`src/rtl/ppm_demod.sv`:
```
`default_nettype none
// +----------------------------------------------------------------------------+
// | Module      : ppm_demod                                                    |
// | Description : PPM receiver; measures marker-to-data delay in slots and     |
// |               emits one symbol strobe or one error strobe per frame.       |
// |               Optional statistics counters: PPM_DEMOD_STATS_EN.            |
// | Revision    : 1.0  initial release                                         |
// +----------------------------------------------------------------------------+
module ppm_demod #(
    parameter int SYMBOL_BITS  = 4,
    parameter int SLOT_LOG2    = 2,
    parameter int GUARD_CYCLES = 8
) (
    input  logic                   clk,
    input  logic                   rst_n,
    input  logic                   en,
    input  logic                   ppm_in,
    output logic [SYMBOL_BITS-1:0] sym_data,
    output logic                   sym_valid,
    output logic                   err,
    output logic [1:0]             err_code,
    output logic                   busy,
    output logic [7:0]             sym_count,
    output logic [7:0]             err_count
);

    localparam int c_slot_cycles = 1 << SLOT_LOG2;
    localparam int c_maxd        = ((1 << SYMBOL_BITS) + 1) * c_slot_cycles;
    localparam int c_cnt_w       = $clog2(c_maxd) + 1;
    localparam int c_gcnt_w      = (GUARD_CYCLES > 1) ? $clog2(GUARD_CYCLES) : 1;

    localparam logic [c_cnt_w-1:0]  c_cnt_one   = c_cnt_w'(1);
    localparam logic [c_cnt_w-1:0]  c_cnt_slot  = c_cnt_w'(c_slot_cycles);
    localparam logic [c_cnt_w-1:0]  c_cnt_tmo   = c_cnt_w'(c_maxd - 1);
    localparam logic [c_gcnt_w-1:0] c_gcnt_load = c_gcnt_w'(GUARD_CYCLES - 1);
    localparam logic [c_gcnt_w-1:0] c_gcnt_one  = c_gcnt_w'(1);

    localparam logic [1:0] c_code_early   = 2'b01;
    localparam logic [1:0] c_code_timeout = 2'b10;

    localparam logic [1:0] c_st_idle    = 2'd0;
    localparam logic [1:0] c_st_measure = 2'd1;
    localparam logic [1:0] c_st_guard   = 2'd2;

    logic                   r_s1;
    logic                   r_s2;
    logic                   r_sd;
    logic                   w_rise;

    logic [1:0]             r_state;
    logic [1:0]             w_state_nxt;
    logic [c_cnt_w-1:0]     r_cnt;
    logic [c_cnt_w-1:0]     w_cnt_nxt;
    logic [c_gcnt_w-1:0]    r_gcnt;
    logic [c_gcnt_w-1:0]    w_gcnt_nxt;

    logic [SYMBOL_BITS-1:0] r_sym_data;
    logic [SYMBOL_BITS-1:0] w_sym_nxt;
    logic                   r_sym_valid;
    logic                   w_valid_nxt;
    logic                   r_err;
    logic                   w_err_nxt;
    logic [1:0]             r_err_code;
    logic [1:0]             w_err_code_nxt;

    // ppm_in is asynchronous; only the synchronised copy is ever observed
    always_ff @(posedge clk or negedge rst_n) begin
        if (!rst_n) begin
            r_s1 <= 1'b0;
            r_s2 <= 1'b0;
            r_sd <= 1'b0;
        end else begin
            r_s1 <= ppm_in;
            r_s2 <= r_s1;
            r_sd <= r_s2;
        end
    end

    assign w_rise = r_s2 & ~r_sd;

    always_ff @(posedge clk or negedge rst_n) begin
        if (!rst_n) begin
            r_state     <= c_st_idle;
            r_cnt       <= '0;
            r_gcnt      <= '0;
            r_sym_data  <= '0;
            r_sym_valid <= 1'b0;
            r_err       <= 1'b0;
            r_err_code  <= 2'b00;
        end else begin
            r_state     <= w_state_nxt;
            r_cnt       <= w_cnt_nxt;
            r_gcnt      <= w_gcnt_nxt;
            r_sym_data  <= w_sym_nxt;
            r_sym_valid <= w_valid_nxt;
            r_err       <= w_err_nxt;
            r_err_code  <= w_err_code_nxt;
        end
    end

    always_comb begin
        w_state_nxt    = r_state;
        w_cnt_nxt      = r_cnt;
        w_gcnt_nxt     = r_gcnt;
        w_sym_nxt      = r_sym_data;
        w_valid_nxt    = 1'b0;
        w_err_nxt      = 1'b0;
        w_err_code_nxt = r_err_code;

        if (!en) begin
            w_state_nxt = c_st_idle;
            w_cnt_nxt   = '0;
        end else begin
            case (r_state)
                c_st_idle: begin
                    if (w_rise) begin
                        w_state_nxt = c_st_measure;
                        w_cnt_nxt   = c_cnt_one;
                    end
                end

                c_st_measure: begin
                    // a data edge wins over a coincident timeout
                    if (w_rise) begin
                        w_state_nxt = c_st_guard;
                        w_gcnt_nxt  = c_gcnt_load;
                        w_cnt_nxt   = '0;
                        if (r_cnt < c_cnt_slot) begin
                            w_err_nxt      = 1'b1;
                            w_err_code_nxt = c_code_early;
                        end else begin
                            w_valid_nxt = 1'b1;
                            w_sym_nxt   = SYMBOL_BITS'((r_cnt >> SLOT_LOG2) - c_cnt_one);
                        end
                    end else if (r_cnt == c_cnt_tmo) begin
                        w_state_nxt    = c_st_guard;
                        w_gcnt_nxt     = c_gcnt_load;
                        w_cnt_nxt      = '0;
                        w_err_nxt      = 1'b1;
                        w_err_code_nxt = c_code_timeout;
                    end else begin
                        w_cnt_nxt = r_cnt + c_cnt_one;
                    end
                end

                c_st_guard: begin
                    if (r_gcnt == '0) begin
                        w_state_nxt = c_st_idle;
                    end else begin
                        w_gcnt_nxt = r_gcnt - c_gcnt_one;
                    end
                end

                default: begin
                    w_state_nxt = c_st_idle;
                    w_cnt_nxt   = '0;
                end
            endcase
        end
    end

    assign sym_data  = r_sym_data;
    assign sym_valid = r_sym_valid;
    assign err       = r_err;
    assign err_code  = r_err_code;
    assign busy      = (r_state != c_st_idle);

`ifdef PPM_DEMOD_STATS_EN
    logic [7:0] r_sym_count;
    logic [7:0] r_err_count;

    // saturating, and deliberately not cleared by en
    always_ff @(posedge clk or negedge rst_n) begin
        if (!rst_n) begin
            r_sym_count <= 8'd0;
            r_err_count <= 8'd0;
        end else begin
            if (r_sym_valid && (r_sym_count != 8'hFF)) begin
                r_sym_count <= r_sym_count + 8'd1;
            end
            if (r_err && (r_err_count != 8'hFF)) begin
                r_err_count <= r_err_count + 8'd1;
            end
        end
    end

    assign sym_count = r_sym_count;
    assign err_count = r_err_count;
`else
    assign sym_count = 8'd0;
    assign err_count = 8'd0;
`endif

endmodule
`default_nettype wire

```
`config.mk`:
```
export PLATFORM = sky130hd
export DESIGN_NAME = ppm_demod
export DESIGN_NICKNAME = d
export VERILOG_FILES = /design/src/rtl/ppm_demod.sv
export SDC_FILE = /design/constraint.sdc
export NUM_CORES = 1
export LEC_CHECK = 0
export ABC_CLOCK_PERIOD_IN_PS = 4050
export BUFFER_PORTS_ARGS = -buffer_cell sky130_fd_sc_hd__buf_2
export CELL_PAD_IN_SITES_DETAIL_PLACEMENT = 0
export CELL_PAD_IN_SITES_GLOBAL_PLACEMENT = 1
export CORE_MARGIN = 3
export CORE_UTILIZATION = 44
export CTS_CLUSTER_DIAMETER = 100
export DETAILED_ROUTE_END_ITERATION = 16
export HOLD_SLACK_MARGIN = 0.1
export MAX_ROUTING_LAYER = met4
export PLACE_DENSITY_LB_ADDON = 0.1
export SLEW_MARGIN = 30
export SYNTH_ARGS = -nofsm -noshare
export SYNTH_HDL_FRONTEND = slang
export SYNTH_SLANG_ARGS = --single-unit
```
`constraint.sdc`:
```
create_clock -name clk -period 4.05 [get_ports clk]
set_input_delay 0.6075 -clock clk [delete_from_list [all_inputs] [get_ports clk]]
set_output_delay 0.6075 -clock clk [all_outputs]
set_load 0.05 [all_outputs]
```
## After elaboration in Yosys (flattened, before gate mapping)

Cells that the tools add are included.

- Input bits: 4
- Memory bits (read-only): 0
- RAM bits: 0
- Register bits: 24
- Latch bits: 0
- Memories kept: 0

- $mul: 0
- Reduce and logical (&&, ||, !) cells: 10
- Mux-type cells: 26
- Shifts and indexed selects: 0
- Bitwise gates (word level): 3
- Add/sub/neg operators: 3
- Div/mod/pow operators: 0
- Equal/unequal tests: 10
- Magnitude comparators: 1

Operators by type and width:

| kind | count |
|---|---|
| 8-bit 2-to-1 mux | 4 |
| 8-bit one-hot mux with 3 select lines | 1 |
| 2-bit 2-to-1 mux | 7 |
| 4-bit AND reduction | 3 |
| 1-bit 2-to-1 mux | 9 |
| 3-bit 2-to-1 mux | 3 |
| 3-bit != test (second input constant) | 3 |
| 8-bit by 1-bit adder with 8-bit output (second input constant) | 1 |
| 8-bit by 7-bit equality test with 1-bit output (second input constant) | 1 |
| 8-bit by 3-bit < comparator with 1-bit output (second input constant) | 1 |
| 2-bit one-hot mux with 3 select lines | 1 |
| 3-bit one-hot mux with 2 select lines | 1 |
| 2-bit nonzero test | 3 |
| 2-bit != test (second input constant) | 2 |
| 4-bit != test (second input constant) | 1 |
| 4-bit by 1-bit subtractor with 4-bit output (second input constant) | 1 |
| 3-bit logical NOT | 1 |
| 3-bit AND reduction | 1 |
| 3-bit by 1-bit subtractor with 3-bit output (second input constant) | 1 |
| 2-bit by 1-bit equality test with 1-bit output (second input constant) | 1 |
| 2-bit equality test (second input constant) | 1 |
| 2-bit logical NOT | 1 |
| 2-bit by 1-bit != test with 1-bit output (second input constant) | 1 |
| 1-bit inverter | 2 |
| other kinds (2) | 2 |

## Logic depth before layout (Yosys ltp)

Gate-level depths: netlist of run 1.

- Depth in word-level cells: 5
- Gate-level depth with buffers: 6
- Gate-level depth less buffers: 6

## Least setup slack after synthesis of run 1

No wires, ideal clock.

- Kind: register to register
- Start: register r_cnt[2]
- End: register r_state[0]
- Stages on the path, launching flop included: 7
- Library setup time: 120 ps
- Path slack: 2309 ps
- Data required time: 3930 ps
- Arrival: 1622 ps
- Cells stage by stage: dfrtp_1 -> inv_1 -> ha_1 -> or4b_4 -> o211ai_2 -> o21ai_0 -> and3b_1

- Longest elaborated chain between the ends: 3

RTL lines:

| item | RTL line | RTL |
|---|---|---|
| start: declaration | 52 | `logic [c_cnt_w-1:0] r_cnt;` |
| start signal: assignment | 92 | `r_cnt <= w_cnt_nxt;` |
| 8-bit by 7-bit equality test with 1-bit output | 135 | `end else if (r_cnt == c_cnt_tmo) begin` |
| 4-bit != test (no source line) | n/a |  |
| 3-bit AND reduction (no source line) | n/a |  |
| end signal: assignment | 83 | `r_state <= c_st_idle;` |
| end signal: assignment | 91 | `r_state <= w_state_nxt;` |
| end: declaration | 50 | `logic [1:0] r_state;` |

No other way between the ends.
A chain may end at the register's enable or synchronous reset.

## Worst setup path in the final report of run 1

- Start: register r_state[1]
- End: output port busy

- Longest elaborated chain between the ends: 1

RTL lines:

| item | RTL line | RTL |
|---|---|---|
| 2-bit nonzero test | 166 | `assign busy = (r_state != c_st_idle);` |
| end: declaration | 22 | `output logic busy,` |

No other way between the ends.

==> out/qor.yml, run 1 <==
status:
  status: "complete, no violations"
sta:
  worstMarginPinSlew_ns: 0.532
  report.final.slew_viol_count: 0
  skew_ns: 0.00244
  min_period_over_period_pct: 48.7
  grt_setup_unrepaired: "no"
  slew_headroom_pct: 64.5
  finalSetupViolations: 0
  period_needed_ns: 1.97
  tns_ns: 0
  fmax_mhz: 507
  hold_viol: 0
worst_hold_path:
  hold_path_class: "input pin to async pin"
logic_synthesis:
  synthFlopType: "dfrtp_1"
  synth_area_leaders: "dfrtp_1 45%, buf_4 9.0%, ha_1 4.7%"
  synthDistinctLibCells: 40
  async_flop_share_pct: 100
  syn_area_per_cell_um2: 10.5
  synth_common_cells: "24 x dfrtp_1, 16 x buf_4, 9 x inv_1, 9 x o21ai_0, 8 x nor2_1"
  yosys.area.top_type_share_pct: 45.2
  yosys.area.top_type: "dfrtp_1"
  synth_edf_count: 0
  yosys_warnings: 0
  synth_most_common_cell: "dfrtp_1"
  synthCells: 127
  ys_seq_area_share_pct: 45.2
  syn_area_um2: 1330
  synth-seq-cells: 24
power:
  combinationalPowerShare_pct: 22.4
  power_frac_seq_pct: 56.2
  swShare_pct: 33.3
  p_switching_mw: 0.163
  intPower_mw: 0.326
  finalPower_mw: 0.489
  ir_drop_mv: 0.207
  p_leak_nw: 0.691
  powerDensity_nw_per_um2: 359
  clock_power_share_pct: 21.5
cts:
  cts_buffers: 3
  cts_buffer_depth: 2
  cts_hold_buf: 0
  cts_sinks: 24
  tritoncts: "built"
  cts_resized: 0
  cts_setup_buffers: 0
  cts.clk_slew.worst_paths_ns: 0.13
  h-tree-depth: 1
  root_buffer: "clkbuf_4"
  clk_latency_ns: 0.31
critical_path:
  worstSetupEndpointType: "output port"
  startpoint_type: "flip-flop"
  arrival_ns: 1.37
  path_class: "flip-flop to output port"
  worstSetupStartpoint: "r_state[1]"
  cpPeakStageDelay_ns: 0.51
  path_cells: "or2_2 > buf_2"
  path_delay_family: "flip-flops"
  slowest_stage: "dfrtp_1"
  r2r-start: "r_cnt[2]"
  path_max_fanout: 10
  worstPathRequired_ns: 3.44
  critPathBufInv: 1
route:
  viasPerCell: 5.09
  num_vias: 860
  totalWireLength_um: 2160
  wl_per_cell_um: 12.8
  ant_nets: 0
  first_pass_iters: 3
  drt_iter0_drc: 18
  drc_errors: 0
global_routing:
  gr-usage-all-layers_pct: 14.3
  gr-total-overflow: 0
  grt_max_degree: 25
  antenna_found_initial: 0
  grt_pass1_wl_um: 3800
  grt_pass1_vias: 843
floorplanning:
  num_rows: 19
  coreArea_um2: 2810
  io_pins: 29
  initial_core_util_pct: 47.4
  die_w_um: 61.0
  die_area_um2: 3720
  fp.dieH_um: 61.0
cells_and_area:
  syn2layout_area_growth_pct: 2.73
  n_antenna_cell: 0
  nets: 149
  drive_gt1_share_pct: 15.9
  fin_area_um2: 1370
  stdcell_count: 169
  fillers: 273
run:
  maxCapViolations: 0
placed_design:
  gp_congestion: 0.851
  dp_hpwl_um: 1610
  io_buffers: 12
  dp_cells: 166
  place_area_um2: 1340
==> state kept, by name (all words and copies together) (netlist names) <==
register	count
r_state	2
sym_data	4
r_gcnt	3
r_sd	1
err	1
r_s2	1
r_cnt	8
err_code	2
r_s1	1
sym_valid	1
==> kinds of logic (layout without fill, tap and decap cells) <==
family / count (synthesis) / count (layout) / synth area share (%)
xor+xnor: 6 / 6 / 3.96
flops: 24 / 24 / 45.2
other cells: 1 / 16 / 0.282
fa+ha+maj: 5 / 5 / 4.71
buf+inv: 28 / 24 / 13.2
mux: 1 / 1 / 0.753
simple gates: 35 / 35 / 16.6
compound gates: 27 / 27 / 15.3
==> power by group through the flow <==
stage                     Clock, mW  Sequential [mW]  Combinational [mW]
after CTS                     0.108            0.275               0.111
after floorplan                   0            0.275               0.108
final                         0.105            0.275               0.109
after global routing          0.120            0.279               0.125
after global placement            0            0.279               0.108
after detailed placement          0            0.280               0.111
==> cell type report <==
| cell class | count | area [um2] | area share (%) |
|---|---|---|---|
| multi-input combinational | 90 | 609 | 44.6 |
| sequential | 24 | 601 | 44.0 |
| timing repair buffer | 12 | 60.1 | 4.40 |
| tap | 31 | 38.8 | 2.84 |
| inverter | 9 | 33.8 | 2.47 |
| clock buffer | 3 | 22.5 | 1.65 |
==> layer usage <==
metal	routed length [um]	share of wire, %	vias up	global-route usage (%)
li1	-	-	433	-
met1	1070	49	403	19.1
met2	996	46	20	21.5
met3	71	3.3	4	2.55
met4	27	1.2	0	5.57
met5	0	0	-	-
==> metrics by stage <==
| step | worst slack [ns] | utilization, % | hold WS, ns |
|---|---|---|---|
| 6_report | 2.08 | 48.7 | 0.255 |
| 5_1_grt | 1.95 | 48.7 | 0.273 |
| 3_3_place_gp | 2.20 | 47.9 | 0.341 |
| 3_5_place_dp | 2.16 | 47.9 | 0.338 |
| 4_1_cts | 2.07 | 48.7 | 0.275 |
| 2_1_floorplan | 2.31 | - | 0.312 |
==> placed cells by master, fill, tap and decap left out, types with 2 or more instances in the layout <==
cell type / n
dfrtp_1: 24
conb_1: 16
buf_2: 12
inv_1: 9
o21ai_0: 9
nor2_1: 8
nand2_1: 6
ha_1: 5
nor4b_1: 3
xor2_1: 3
a21oi_1: 3
xnor2_1: 3
clkbuf_4: 3
and3b_1: 2
nand2b_1: 2
nand3_1: 2
o211ai_2: 2
a31oi_1: 2
and4_1: 2
o211ai_1: 2
a21o_1: 2
==> path summary, 6_finish.rpt <==
path / to / slack, ns / cells past startpoint
max: busy / 2.08 / 2
min: sym_data[3] / 0.26 / 1
max reg2reg: r_state[0] / 2.15 / 6
min reg2reg: r_s2 / 0.37 / 0
max in group asynchronous: r_gcnt[1] / 3.44 / 1
min in group clk: r_s2 / 0.37 / 0
Note: power is estimated with default switching activity, not from simulation.
==> inputs of run 2 (changes only) <==
ABC_AREA = 1   (was not set)
ABC_CLOCK_PERIOD_IN_PS = 1650   (was 4050)
CORE_UTILIZATION = 35   (was 44)
clock period = 1.65 ns   (was 4.05 ns; I/O delays follow)
==> out/qor.yml, run 2 <==
cells_and_area:
  regMostFlops: "r_cnt"
  final_cell_mix: "45 x nand2_1, 24 x dfrtp_1, 23 x inv_1"
  n_antenna_cell: 0  # unchanged
  nets: 203  # +36%
  drive_gt1_share_pct: 19.7  # +3.7 points
  syn2layout_area_growth_pct: 12.4
  layout_commonest_cell: "nand2_1"
  stdcell_count: 241  # +43%
  largest_reg_flops: 8  # unchanged
placed_design:
  dp_hpwl_um: 1930  # +20%
  dp_cells: 235  # +42%
  io_buffers: 12  # unchanged
  gp_congestion: 0.835  # -1.9%
critical_path:
  crit_end: "err_code[0]"
  path_max_fanout: 5  # -5
  arrival_ns: 1.59  # +0.22 ns
  worstSetupEndpointType: "flip-flop"
  r2r-start: "r_cnt[3]"
  worstSetupStartpoint: "r_cnt[3]"
  path_class: "flip-flop to flip-flop"
  r2r_slack_ns: 0.20  # -1.95 ns
  worstPathRequired_ns: 1.79  # -1.65 ns
  startpoint_type: "flip-flop"
  r2r_cells: 9  # +3
  r2r_end: "err_code[0]"
cts:
  cts_buffer_depth: 2  # unchanged
  tritoncts: "built"
  cts.clk_slew.worst_paths_ns: 0.08  # -0.05 ns
  root_buffer: "clkbuf_8"
  cts_sinks: 24  # unchanged
  clk_latency_ns: 0.26  # -0.05 ns
  cts_setup_buffers: 0  # unchanged
  h-tree-depth: 1  # unchanged
  cts_buffers: 3  # unchanged
sta:
  period_needed_ns: 1.45
  finalSetupViolations: 0  # unchanged
  slew_headroom_pct: 63.4  # -1.1 points
  grt_setup_unrepaired: "no"
  fmax_mhz: 690
  hold_viol: 0  # unchanged
  min_period_over_period_pct: 87.9
  report.final.slew_viol_count: 0  # unchanged
  worstMarginPinSlew_ns: 0.549  # +0.0165 ns
  tns_ns: 0  # unchanged
  skew_ns: 0.00156  # -0.000884 ns
run:
  maxCapViolations: 0  # unchanged
floorplanning:
  die_w_um: 68.4  # +12%
  io_pins: 29  # unchanged
  coreArea_um2: 3720  # +32%
  die_area_um2: 4680  # +26%
  num_rows: 22  # +3
  fp.dieH_um: 68.4  # +12%
  initial_core_util_pct: 36.7  # -11 points
logic_synthesis:
  synthDistinctLibCells: 20  # -50%
  async_flop_share_pct: 100  # unchanged
  syn_area_per_cell_um2: 7.79  # -26%
  synth-seq-cells: 24  # unchanged
  synthCells: 175  # +38%
  yosys.area.top_type: "dfrtp_1"
  yosys.area.top_type_share_pct: 44.0  # -1.2 points
  synthFlopType: "dfrtp_1"
  synth_area_leaders: "dfrtp_1 44%, nand2_1 12%, buf_4 8.8%"
  yosys_warnings: 0  # unchanged
  synth_common_cells: "45 x nand2_1, 24 x dfrtp_1, 23 x inv_1, 16 x buf_4, 15 x nand3_1"
  syn_area_um2: 1360  # +2.6%
  ys_seq_area_share_pct: 44.0  # -1.2 points
  synth_most_common_cell: "nand2_1"
  synth_edf_count: 0  # unchanged
global_routing:
  grt_busiest_layer: "met2"
  use_met2_pct: 20.5  # -1.0 points
  gr-total-overflow: 0  # unchanged
  use_met3_pct: 1.97  # -0.58 points
  gr-usage-all-layers_pct: 13.2  # -1.1 points
  grt_max_degree: 25  # unchanged
  use_met1_pct: 16.7  # -2.4 points
  antenna_found_initial: 0  # unchanged
  grt_pass1_vias: 964  # +14%
  grt_pass1_wl_um: 4420  # +16%
route:
  totalWireLength_um: 2500  # +15%
  wl_per_cell_um: 10.4  # -19%
  drc_errors: 0  # unchanged
  first_pass_iters: 4  # +1
  drt_iter0_drc: 35  # +17
  num_vias: 1065  # +24%
  ant_nets: 0  # unchanged
  viasPerCell: 4.42  # -13%
worst_hold_path:
  hold_path_class: "flip-flop to flip-flop"
power:
  ir_drop_mv: 0.400  # +93%
  powerDensity_nw_per_um2: 1050  # +190%
  p_leak_nw: 0.876  # +27%
status:
  status: "complete, no violations"
==> run 2: cell count changes in the layout (fill, tap and decap cells not counted), sizes merged, moves of 3 or more <==
cell    before  now
inv          9   28
nand2        6   49
nand3        2   15
nand4        1    5
nor2         8   17
nor4b        3    0
o211ai       4    0
==> run 2: logic make-up (layout without fill, tap and decap cells) <==
kind of cell             Yosys count  in the layout  share of synthesized area (%)
XOR/XNOR                           2              2                           1.28
AO/OA/AOI/OAI                     10             10                           3.67
buffers and inverters             45             48                           17.3
other                              1             16                          0.275
flip-flops                        24             24                           44.0
AND/OR/NAND/NOR                   88             88                           28.8
adder cells (fa/ha/maj)            5              5                           4.59
==> run 2: worst min path at each step <==
stage	from	end	slack (ns)	cells past startpoint
CTS	r_s1	r_s2	0.37	0
floorplan	rst_n	err	-0.05	0
detailed placement	rst_n	sym_data[0]	0.27	1
global route	r_s1	r_s2	0.38	0
finish	r_s1	r_s2	0.36	0
global placement	rst_n	sym_data[0]	0.26	1
==> run 2: final cells by class <==
type	count	area (um2)
inverters	28	105
repair buffers	16	95.1
multi-input cells	121	601
clock buffers	3	41.3
fillers	396	2180
well taps	48	60.1
clock inverters	1	30.0
flip-flops and latches	24	601
==> run 2: stage by stage <==
stage	instance area (um2)	hold slack [ns]	power [mW]	utilization, %	worst slack (ns)
after floorplan	1420	-0.0481	1.05	-	0.258
after global placement	1420	0.257	1.11	38.3	0.158
after detailed placement	1420	0.270	1.11	38.3	0.115
after CTS	1520	0.368	1.63	40.8	0.0990
after global routing	1530	0.382	1.72	41.2	0.0275
final	1530	0.363	1.61	41.2	0.200
==> run 2: power breakdown <==
| group | switching (mW) | internal [mW] |
|---|---|---|
| clock | 0.185 | 0.324 |
| sequential | 0.0362 | 0.652 |
| combinational | 0.307 | 0.103 |
==> run 2: critical path: stages, from the launching register on <==
cell and delay, ns:
dfrtp_1 0.39, inv_1 0.12, ha_1 0.20, inv_1 0.07, nor2_2 0.11, nand3_2 0.12
nand2_1 0.10, nand3_2 0.10, nand2_1 0.07, o21ai_0 0.07
==> run 2: repair_timing <==
action,CTS,global route
hold endpoints to repair,25,0
hold buffers,2,0
setup endpoints to repair,0,10
gates resized for setup,0,4
==> run 2: routing by layer <==
layer / share of wire (%) / up-vias
li1: - / 542
met1: 46 / 490
met2: 47 / 29
met3: 5.1 / 4
met4: 2.1 / 0
met5: 0 / -
